## src/rtl/uart_pkg.sv

```systemverilog
// Shared UART definitions: one-hot state encoding, parity-mode codes and default
// frame parameters, common to the transmitter and the matching receiver.
`timescale 1ns/1ps
package uart_pkg;

    localparam int DEF_WIDTH_WORD    = 8;
    localparam int DEF_CANT_BIT_STOP = 2;
    localparam int DEF_OVERSAMPLE    = 16;

    typedef enum logic [4:0] {
        ST_IDLE   = 5'b00001,
        ST_START  = 5'b00010,
        ST_DATA   = 5'b00100,
        ST_PARITY = 5'b01000,
        ST_STOP   = 5'b10000
    } state_t;

    localparam logic [1:0] PAR_NONE = 2'b00;
    localparam logic [1:0] PAR_EVEN = 2'b01;
    localparam logic [1:0] PAR_ODD  = 2'b10;

    // Mode 2'b11 is reserved and behaves as no parity.
    function automatic logic parity_enabled(input logic [1:0] mode);
        return (mode == PAR_EVEN) || (mode == PAR_ODD);
    endfunction

    // Words narrower than 9 bits are zero-extended, which leaves the XOR unchanged.
    function automatic logic parity_value(input logic [8:0] data, input logic [1:0] mode);
        return (^data) ^ (mode == PAR_ODD);
    endfunction

endpackage

```

## src/rtl/uart_tx_param_if.sv

```systemverilog
// Request/serial-line bundle between the command logic, the baud generator and the
// transmitter; master drives the request side, slave is the transmitter.
`timescale 1ns/1ps
interface uart_tx_param_if import uart_pkg::*; #(
    parameter int WIDTH_WORD = DEF_WIDTH_WORD
);

    logic                  i_tick;
    logic [WIDTH_WORD-1:0] i_data_in;
    logic [1:0]            i_parity_mode;
    logic                  i_tx_start;
    logic                  o_bit_tx;
    logic                  o_busy;
    logic                  o_tx_done;

    modport master (
        output i_tick, i_data_in, i_parity_mode, i_tx_start,
        input  o_bit_tx, o_busy, o_tx_done
    );

    modport slave (
        input  i_tick, i_data_in, i_parity_mode, i_tx_start,
        output o_bit_tx, o_busy, o_tx_done
    );

endinterface

```

## src/rtl/uart_tx_param.sv

```systemverilog
// Parametrised UART transmitter: start bit, LSB-first data, optional parity and
// 1-2 stop bits, each bit lasting OVERSAMPLE ticks of the baud enable.
`timescale 1ns/1ps
module uart_tx_param import uart_pkg::*; #(
    parameter int WIDTH_WORD    = DEF_WIDTH_WORD,
    parameter int CANT_BIT_STOP = DEF_CANT_BIT_STOP,
    parameter int OVERSAMPLE    = DEF_OVERSAMPLE
) (
    input  logic           i_clk,
    input  logic           i_reset,
    uart_tx_param_if.slave tx_if
);

    localparam int TICK_W = $clog2(OVERSAMPLE);
    localparam int BIT_W  = $clog2(WIDTH_WORD + 1);

    localparam logic [TICK_W-1:0] TICK_LAST = TICK_W'(OVERSAMPLE - 1);
    localparam logic [BIT_W-1:0]  BIT_LAST  = BIT_W'(WIDTH_WORD - 1);
    localparam logic              STOP_LAST = 1'(CANT_BIT_STOP - 1);

    if (WIDTH_WORD < 5 || WIDTH_WORD > 9) begin : g_chk_width
        $error("uart_tx_param: WIDTH_WORD must be in 5..9");
    end
    if (CANT_BIT_STOP < 1 || CANT_BIT_STOP > 2) begin : g_chk_stop
        $error("uart_tx_param: CANT_BIT_STOP must be 1 or 2");
    end
    if (OVERSAMPLE < 2) begin : g_chk_os
        $error("uart_tx_param: OVERSAMPLE must be at least 2");
    end

    state_t                state,    state_nxt;
    logic [TICK_W-1:0]     tick_cnt, tick_nxt;
    logic [BIT_W-1:0]      bit_cnt,  bit_nxt;
    logic                  stop_cnt, stop_nxt;
    logic [WIDTH_WORD-1:0] shift_reg, shift_nxt;
    logic                  par_en,   par_en_nxt;
    logic                  par_bit,  par_bit_nxt;
    logic                  bit_tx,   bit_tx_nxt;
    logic                  busy,     busy_nxt;
    logic                  tx_done,  tx_done_nxt;
    logic                  bit_end;

    assign bit_end = tx_if.i_tick && (tick_cnt == TICK_LAST);

    always_comb begin
        state_nxt   = state;
        tick_nxt    = tick_cnt;
        bit_nxt     = bit_cnt;
        stop_nxt    = stop_cnt;
        shift_nxt   = shift_reg;
        par_en_nxt  = par_en;
        par_bit_nxt = par_bit;
        bit_tx_nxt  = bit_tx;
        busy_nxt    = busy;
        tx_done_nxt = 1'b0;

        // The bit timer only runs inside a frame; IDLE holds it at zero.
        if (state != ST_IDLE && tx_if.i_tick) begin
            tick_nxt = bit_end ? '0 : tick_cnt + TICK_W'(1);
        end

        unique case (state)
            ST_IDLE: begin
                if (tx_if.i_tx_start) begin
                    shift_nxt   = tx_if.i_data_in;
                    par_en_nxt  = parity_enabled(tx_if.i_parity_mode);
                    par_bit_nxt = parity_value(9'(tx_if.i_data_in), tx_if.i_parity_mode);
                    tick_nxt    = '0;
                    bit_nxt     = '0;
                    stop_nxt    = 1'b0;
                    bit_tx_nxt  = 1'b0;
                    busy_nxt    = 1'b1;
                    state_nxt   = ST_START;
                end
            end
            ST_START: begin
                if (bit_end) begin
                    bit_tx_nxt = shift_reg[0];
                    state_nxt  = ST_DATA;
                end
            end
            ST_DATA: begin
                if (bit_end) begin
                    bit_nxt   = bit_cnt + BIT_W'(1);
                    shift_nxt = shift_reg >> 1;
                    if (bit_cnt == BIT_LAST) begin
                        if (par_en) begin
                            bit_tx_nxt = par_bit;
                            state_nxt  = ST_PARITY;
                        end else begin
                            bit_tx_nxt = 1'b1;
                            state_nxt  = ST_STOP;
                        end
                    end else begin
                        bit_tx_nxt = shift_reg[1];
                    end
                end
            end
            ST_PARITY: begin
                if (bit_end) begin
                    bit_tx_nxt = 1'b1;
                    state_nxt  = ST_STOP;
                end
            end
            ST_STOP: begin
                if (bit_end) begin
                    if (stop_cnt == STOP_LAST) begin
                        stop_nxt    = 1'b0;
                        busy_nxt    = 1'b0;
                        tx_done_nxt = 1'b1;
                        state_nxt   = ST_IDLE;
                    end else begin
                        stop_nxt = 1'b1;
                    end
                end
            end
            default: begin
                bit_tx_nxt = 1'b1;
                busy_nxt   = 1'b0;
                state_nxt  = ST_IDLE;
            end
        endcase
    end

    always_ff @(posedge i_clk) begin
        if (!i_reset) begin
            state     <= ST_IDLE;
            tick_cnt  <= '0;
            bit_cnt   <= '0;
            stop_cnt  <= 1'b0;
            shift_reg <= '0;
            par_en    <= 1'b0;
            par_bit   <= 1'b0;
            bit_tx    <= 1'b1;
            busy      <= 1'b0;
            tx_done   <= 1'b0;
        end else begin
            state     <= state_nxt;
            tick_cnt  <= tick_nxt;
            bit_cnt   <= bit_nxt;
            stop_cnt  <= stop_nxt;
            shift_reg <= shift_nxt;
            par_en    <= par_en_nxt;
            par_bit   <= par_bit_nxt;
            bit_tx    <= bit_tx_nxt;
            busy      <= busy_nxt;
            tx_done   <= tx_done_nxt;
        end
    end

    assign tx_if.o_bit_tx  = bit_tx;
    assign tx_if.o_busy    = busy;
    assign tx_if.o_tx_done = tx_done;

endmodule

```

## src/flat_wrapper.sv

```systemverilog
// flat-port wrapper written by rule: the top's interface ports become plain ports
module uart_tx_param_flat import uart_pkg::*;
#(
    parameter int WIDTH_WORD    = DEF_WIDTH_WORD,
    parameter int CANT_BIT_STOP = DEF_CANT_BIT_STOP,
    parameter int OVERSAMPLE    = DEF_OVERSAMPLE
)
  (i_clk, i_reset, tx_if_i_tick, tx_if_i_data_in, tx_if_i_parity_mode, tx_if_i_tx_start, tx_if_o_bit_tx, tx_if_o_busy, tx_if_o_tx_done);
  uart_tx_param_if #(.WIDTH_WORD(WIDTH_WORD)) tx_if_i ();
  input  logic i_clk;
  input  logic i_reset;
  input wire logic [$bits(tx_if_i.i_tick)-1:0] tx_if_i_tick;
  input wire logic [$bits(tx_if_i.i_data_in)-1:0] tx_if_i_data_in;
  input wire logic [$bits(tx_if_i.i_parity_mode)-1:0] tx_if_i_parity_mode;
  input wire logic [$bits(tx_if_i.i_tx_start)-1:0] tx_if_i_tx_start;
  output wire logic [$bits(tx_if_i.o_bit_tx)-1:0] tx_if_o_bit_tx;
  output wire logic [$bits(tx_if_i.o_busy)-1:0] tx_if_o_busy;
  output wire logic [$bits(tx_if_i.o_tx_done)-1:0] tx_if_o_tx_done;
  assign tx_if_i.i_tick = tx_if_i_tick;
  assign tx_if_i.i_data_in = tx_if_i_data_in;
  assign tx_if_i.i_parity_mode = tx_if_i_parity_mode;
  assign tx_if_i.i_tx_start = tx_if_i_tx_start;
  assign tx_if_o_bit_tx = tx_if_i.o_bit_tx;
  assign tx_if_o_busy = tx_if_i.o_busy;
  assign tx_if_o_tx_done = tx_if_i.o_tx_done;
  uart_tx_param #(.WIDTH_WORD(WIDTH_WORD), .CANT_BIT_STOP(CANT_BIT_STOP), .OVERSAMPLE(OVERSAMPLE)) u_core (.i_clk(i_clk), .i_reset(i_reset), .tx_if(tx_if_i));
endmodule
```

## config.mk

```make
export PLATFORM = sky130hd
export DESIGN_NAME = uart_tx_param_flat
export DESIGN_NICKNAME = d
export VERILOG_FILES = /design/src/rtl/uart_pkg.sv /design/src/rtl/uart_tx_param_if.sv /design/src/rtl/uart_tx_param.sv /design/src/flat_wrapper.sv
export SDC_FILE = /design/constraint.sdc
export NUM_CORES = 1
export LEC_CHECK = 0
export ABC_AREA = 1
export CAP_MARGIN = 5
export CORE_MARGIN = 2
export CORE_UTILIZATION = 40
export CTS_CLUSTER_SIZE = 24
export DETAILED_ROUTE_END_ITERATION = 16
export PLACE_DENSITY = 0.62
export SYNTH_ARGS = -nofsm -noshare
export SYNTH_HDL_FRONTEND = slang
export SYNTH_SLANG_ARGS = --single-unit
```

## constraint.sdc

```tcl
create_clock -name i_clk -period 2.97 [get_ports i_clk]
set_clock_uncertainty 0.1 [all_clocks]
set_input_delay 0.594 -clock i_clk [delete_from_list [all_inputs] [get_ports i_clk]]
set_output_delay 0.594 -clock i_clk [all_outputs]
set_load 0.005 [all_outputs]
```

==> results of run 1 <==
==> synth_stat cells <==
cell type and n:
nor4_1 1, nand4_2 1, nor2_1 23, nand3b_1 3
inv_2 8, o21ai_0 13, nor2_2 3, buf_2 1
xnor2_1 3, o211ai_1 2, xor2_1 4, clkbuf_4 1
ha_1 3, nand2_2 6, nor3_1 3, inv_1 26
buf_4 1, and3_1 1, buf_6 1, o21ai_1 8
nand3_1 13, dfxtp_1 27, nor2_4 3, nor3_2 1
a21oi_1 16, nand3_2 2, nand2_1 58, a21oi_2 1
==> metrics by stage <==
stage	setup WS, ns	instances	cell area (um^2)	hold slack (ns)
after floorplan	1.36	233	1560	0.324
after global placement	0.553	294	1760	0.336
after detailed placement	0.499	294	1760	0.348
after CTS	0.795	298	1800	0.361
after global routing	0.606	298	1800	0.388
final	0.794	298	1800	0.354
==> kinds of logic after synthesis <==
kind of cell | after synthesis | share of synthesized area [%]
adders and majority gates | 3 | 2.41
DFF | 27 | 34.7
AOI/OAI and AO/OA | 40 | 13.4
and+or+nand+nor | 118 | 35.4
xor gates and xnor gates | 7 | 3.93
buffers and inverters | 38 | 10.2
==> worst max-delay path by stage <==
stage,from,to,depth (start not counted)
floorplan,tx_if_i_tick,u_core.bit_cnt[2],8
global placement,tx_if_i_tick,u_core.bit_cnt[3],10
detailed placement,tx_if_i_tick,u_core.bit_cnt[3],10
CTS,tx_if_i_tick,u_core.bit_cnt[3],10
global route,tx_if_i_tick,u_core.bit_cnt[3],10
finish,tx_if_i_tick,u_core.bit_cnt[3],10
==> metal layers <==
| layer | GRT usage (%) | wire length, um | vias up |
|---|---|---|---|
| met5 | 0 | 0 | - |
| met4 | 3.83 | 17 | 0 |
| met3 | 4.43 | 120 | 5 |
| met2 | 27.0 | 1430 | 24 |
| met1 | 21.0 | 1540 | 619 |
| li1 | - | - | 778 |
==> power by group through the flow <==
stage | Combinational [uW] | Clock (uW) | Sequential (uW)
after floorplan | 619 | 0 | 531
after global placement | 727 | 0 | 541
after detailed placement | 735 | 0 | 542
after CTS | 735 | 223 | 534
after global routing | 851 | 239 | 546
final | 731 | 211 | 532
==> placed cells by master, fill, tap and decap left out, types with 6 or more instances in the layout <==
master	netlist	layout
nand2_1	58	58
dfxtp_1	27	27
inv_1	26	26
nor2_1	23	23
a21oi_1	16	16
clkdlybuf4s50_1	0	16
nand3_1	13	13
o21ai_0	13	13
inv_2	8	8
o21ai_1	8	8
nand2_2	6	6
==> critical path, delay by kind of cell <==
kind / cells / cell delay, ns
buffers and inverters: 2 / 0.59
AND/OR/NAND/NOR: 8 / 1.08
==> layout make-up <==
type / instances / area, um^2
inverter: 34 / 128
clock buffer: 3 / 41.3
fill: 398 / 1910
clock inverter: 1 / 5.00
multi-input combinational: 168 / 860
tap: 48 / 60.1
sequential: 27 / 541
timing repair buffer: 17 / 168
==> summary.txt, run 1 <==
STA
  – Relative slew slack: a little over 70%
  – Slew @ Worst Pin: 0.411 ns
  – Count of final max-slew check failures: 0
  – RSZ-0062 raised after global routing: no
  – Max Clk Rate: 0.460 GHz
  – Final number of hold-violating endpoints: 0
  – Final setup violation count: 0
  – Fin crit period: 2.18 ns
  – Final period util: 73.3%
  – TNS Setup: 0 ns

Die
  – Io pins: 17
  – Chip height: around 66 um
  – Die Area: between 4000 and 5000 um^2
  – DIE WIDTH: 66.4 um
  – Core ar.: 3720 um^2
  – Starting Density: 42.0%
  – Site row count: 22

Routing
  – Routed WL per cell: 10.4 um
  – Routed Antenna Nets: 0
  – Pre-Repair DR Iteration Count: 4
  – Vias per inst: 4.79
  – DR vias: between 1000 and 1500
  – Drt initial violations: 79
  – Routed Wire Length: ~3.1 mm
  – Drc violations: 0

Placed design
  – PortBufs: 16
  – GP Congestion: approximately 0.84
  – Detailed placement HPWL: roughly 2.4 mm

Final layout
  – Fin nets: between 200 and 300
  – Area delta synth->final: 15.6%
  – Largest register FFs: 8
  – Utilization after layout: about half
  – Antenna cells: 0
  – Share of post-route cells with drive strength above 1: between 10% and 20%

Clock tree
  – Htree depth: 1
  – CTS resizes: 0
  – Clock buffer depth: 2
  – Post CTS Setup Buffer Count: 0
  – Clock sink total: 27
  – Number of CTS-inserted buffers: 3
  – Clock latency on the worst-skew pair: 0.27 ns
  – Clock transition at path regs: approximately 0.1 ns
  – Post-CTS Hold Buffers: 0
  – CTS tree: yes
  – Root Buffer: clkbuf_8

Setup path
  – CP cell instances: clkdlybuf4s50_1 > nand2_1 > nor2_4 > inv_1 > nand2_1 > nand3_2 > nor2_1 > nand2_1 > nand2_1 > nor2_1
  – WS Path Type: input port to register
  – Worst r2r src: u_core.tick_cnt[0]
  – CP most frequent cell: nand2_1
  – CP max stage delay: around 0.48 ns
  – Critical path arrival: about 2.3 ns
  – Critical path's slowest cell: clkdlybuf4s50_1
  – R2r setup slk: 1.00 ns
  – CP endpoint kind: register
  – Crit Path Max Fanout: 22
  – Critical Path Start Type: input port
  – RR Endpoint: u_core.bit_cnt[3]
  – Crit path required time: 3.05 ns
  – Reg2Reg Depth: 10

Hold path
  – Hold Crit Start: u_core.shift_reg[2]
  – Hold Path Sink: u_core.shift_reg[2]
  – WHS Path Cells: 2
  – Worst min-delay path class: register to register

Global routing
  – Gr usage total: 16.3%
  – Vias in the first global route: 1284
  – Antenna violations before repair: 0
  – Largest net degree at the start of global routing: 23
  – First-pass GRT wire length: 5.58 mm
  – GR Overflow Total: 0

Yosys
  – Gate Count Post-Synth: ~230
  – Synth Net Count: 250
  – Synth top area cells: dfxtp_1 (35%), nand2_1 (14%), inv_1 (6.3%)
  – Post-synthesis sequential area ratio: a little over a third
  – Synthesized area: approximately 1600 um^2
  – Area leader, netlist: dfxtp_1
  – Mean Syn Cell Area: 6.69 um^2
  – Share of the synthesized area in the top cell type: about a third
  – Synth Warn #: 0
  – #FFs+latches synth: 27
  – Synth unique cells: 28

Power
  – Pint: 822 uW
  – Switching part of the total: 44.3%
  – Lkg Pwr: 0.000799 uW
  – Clock power share: about 14%
  – Peak VDD IR: 0.321 mV
  – Flop pwr share: a little over a third
  – Part of the power in combinational logic: between 40% and 50%
  – Total power draw: ~1500 uW
  – PD cells: between 800 and 900 nW/um^2
  – Sw power: around 650 uW

Status
  – Status: finished, final reports clean

Run
  – Max cap viols: 0
(Power assumes the default switching activity.)
==> run 2, diff against run 1 <==
==> constraint.sdc (replaced) <==
create_clock -name i_clk -period 2.15 [get_ports i_clk]
set_clock_uncertainty 0.1 [all_clocks]
set_input_delay 0.43 -clock i_clk [delete_from_list [all_inputs] [get_ports i_clk]]
set_output_delay 0.43 -clock i_clk [all_outputs]
set_load 0.005 [all_outputs]
==> run 2 against run 1 <==
Against the previous run: non-clock buffer count increased by 2; setup slack got worse by 0.39 ns; sequential share of layout area fell by 0.25 points; worst hold slack got worse by 0.0024 ns; flip-flop and latch count stayed put; first-iteration DRC count did not move; power up 39%; cell area increased by 0.83%; critical path type unchanged; largest power group unchanged.
==> summary.txt, run 2 (synthesis results as in run 1) <==
Status
  – Status: finished, final reports clean (unchanged)

Routing
  – Pre-Repair DR Iteration Count: 4 (unchanged)
  – Drc violations: 0 (unchanged)
  – Drt initial violations: 79 (unchanged)
  – Vias per inst: 4.74 (was 4.79)
  – Routed Antenna Nets: 0 (unchanged)
  – DR vias: 1423 (was 1426)
  – Routed Wire Length: 3.07 mm (was 3.11 mm)
  – Routed WL per cell: 10.2 um (was 10.4 um)

Hold path
  – Worst min-delay path class: register to register (unchanged)

Clock tree
  – Clock sink total: 27 (unchanged)
  – Htree depth: 1 (unchanged)
  – Clock latency on the worst-skew pair: 0.27 ns (about the same)
  – Number of CTS-inserted buffers: 3 (unchanged)
  – Root Buffer: clkbuf_8 (unchanged)
  – Clock buffer depth: 2 (unchanged)
  – Clock transition at path regs: 0.09 ns (was 0.10 ns)
  – Post-CTS Hold Buffers: 0 (unchanged)
  – CTS tree: yes (unchanged)
  – CTS resizes: 0 (unchanged)
  – Post CTS Setup Buffer Count: 0 (unchanged)

STA
  – TNS Setup: 0 ns (unchanged)
  – Max Clk Rate: around 0.57 GHz
  – RSZ-0062 raised after global routing: no (unchanged)
  – Fin crit period: around 1.7 ns
  – Final period util: between 80 and 90%
  – Final setup violation count: 0 (unchanged)
  – Final number of hold-violating endpoints: 0 (unchanged)
  – Slew @ Worst Pin: 0.321 ns (was 0.411 ns)
  – Relative slew slack: 78.6% (was 72.6%)
  – Count of final max-slew check failures: 0 (unchanged)

Setup path
  – Critical path's slowest cell: clkdlybuf4s50_1 (unchanged)
  – CP endpoint kind: register (unchanged)
  – Crit Path Max Fanout: 15 (was 22)
  – CP cell instances: clkdlybuf4s50_1 > nand2_1 > nor2_4 > inv_1 > nand2_1 > nand3_2 > buf_4 > o21ai_1 > a21oi_1 (was clkdlybuf4s50_1 > nand2_1 > nor2_4 > inv_1 > nand2_1 > nand3_2 > nor2_1 > nand2_1 > nand2_1 > nor2_1)
  – Critical Path Start Type: input port (unchanged)
  – Critical path arrival: 1.82 ns (was 2.26 ns)
  – CP max stage delay: 0.47 ns (was 0.48 ns)
  – WS Path Type: input port to register (unchanged)
  – Critical path buffer and inverter count: 3 (was 2)
  – Crit path required time: 2.22 ns (was 3.05 ns)
  – CP most frequent cell: nand2_1 (unchanged)
  – Delay-heaviest family, CP: buffers and inverters (was simple AND/OR/NAND/NOR gates)

Die
  – Site row count: 22 (unchanged)
  – Die Area: 4410 um^2 (unchanged)
  – Chip height: 66.4 um (unchanged)
  – Io pins: 17 (unchanged)
  – Core ar.: 3720 um^2 (unchanged)
  – Starting Density: 42.0% (unchanged)
  – DIE WIDTH: 66.4 um (unchanged)

Final layout
  – Most common cell after layout, fill and taps aside: nand2_1 (unchanged)
  – Antenna cells: 0 (unchanged)
  – Most frequent cells in the layout: nand2_1 (58), dfxtp_1 (27), inv_1 (26), nor2_1 (23) (unchanged)
  – Area delta synth->final: 16.5% (was 15.6%)
  – Largest register FFs: 8 (unchanged)
  – Post-Layout Cell Count: 300 (was 298)
  – Fin nets: 270 (was 268)
  – Filler cell count: 398 (unchanged)
  – Share of post-route cells with drive strength above 1: 12.7% (was 12.0%)

Placed design
  – GP Congestion: 0.879 (was 0.841)
  – PortBufs: 16 (unchanged)
  – Placed instance count: 296 (was 294)
  – Detailed placement HPWL: 2.42 mm (was 2.43 mm)

Global routing
  – Gr usage total: 16.2% (was 16.3%)
  – First-pass GRT wire length: 5.53 mm (was 5.58 mm)
  – Vias in the first global route: 1294 (was 1284)
  – GR Overflow Total: 0 (unchanged)
  – Antenna violations before repair: 0 (unchanged)
  – Largest net degree at the start of global routing: 17 (was 23)

Power
  – PD cells: 1130 nW/um^2 (was 819 nW/um^2)
  – Lkg Pwr: 0.000810 uW (was 0.000799 uW)
  – Peak VDD IR: 0.440 mV (was 0.321 mV)

Run
  – Max cap viols: 0 (unchanged)
-- run 2: cell count changes in the layout (fill, tap and decap cells not counted), sizes merged --
cell,previous run,this run
buf,1,3
-- run 2: worst paths after layout --
kind	from	end	slack [ns]	cells after the start
max	tx_if_i_tick	u_core.shift_reg[4]	0.40	9
min	u_core.shift_reg[0]	u_core.shift_reg[0]	0.35	2
max reg2reg	u_core.tick_cnt[0]	u_core.shift_reg[4]	0.44	9
min reg2reg	u_core.shift_reg[0]	u_core.shift_reg[0]	0.35	2
-- run 2: power breakdown --
group | switching [uW] | leakage (uW) | total (uW) | internal [uW]
registers | 89.8 | 0.000222 | 736 | 646
clock network | 158 | 0.0000255 | 288 | 130
logic | 652 | 0.000562 | 1030 | 382
total | 899 | 0.000810 | 2060 | 1160
-- run 2: cell type report --
type                            count  area (um^2)  area share, %
Tap cell                           48         60.1           3.31
Sequential cell                    27          541           29.8
Inverter                           34          128           7.02
Multi-Input combinational cell    168          860           47.3
Clock inverter                      1         5.00          0.275
Timing Repair Buffer               19          183           10.1
Clock buffer                        3         41.3           2.27
-- run 2: metal layers --
layer,up-vias,part of all wire (%),GRT usage (%)
met3,5,3.3,2.04
li1,777,-,-
met2,22,46,27.5
met1,619,49,21.1
met5,-,0,0
met4,0,1.5,5.36
-- run 2: tightest hold or removal path: stages, from the launching register on --
cell and delay (ns):
dfxtp_1 0.32, inv_1 0.05, a21oi_1 0.05
-- run 2: metrics by stage --
stage	total power (uW)	setup WS, ns	util [%]	cell area (um^2)	hold slack (ns)
floorplan	1590	0.585	-	1560	0.324
global placement	1770	0.145	47.6	1770	0.337
detailed placement	1790	0.117	47.6	1770	0.339
CTS	2080	0.407	48.9	1820	0.353
global route	2270	0.258	48.9	1820	0.371
finish	2060	0.403	48.9	1820	0.351
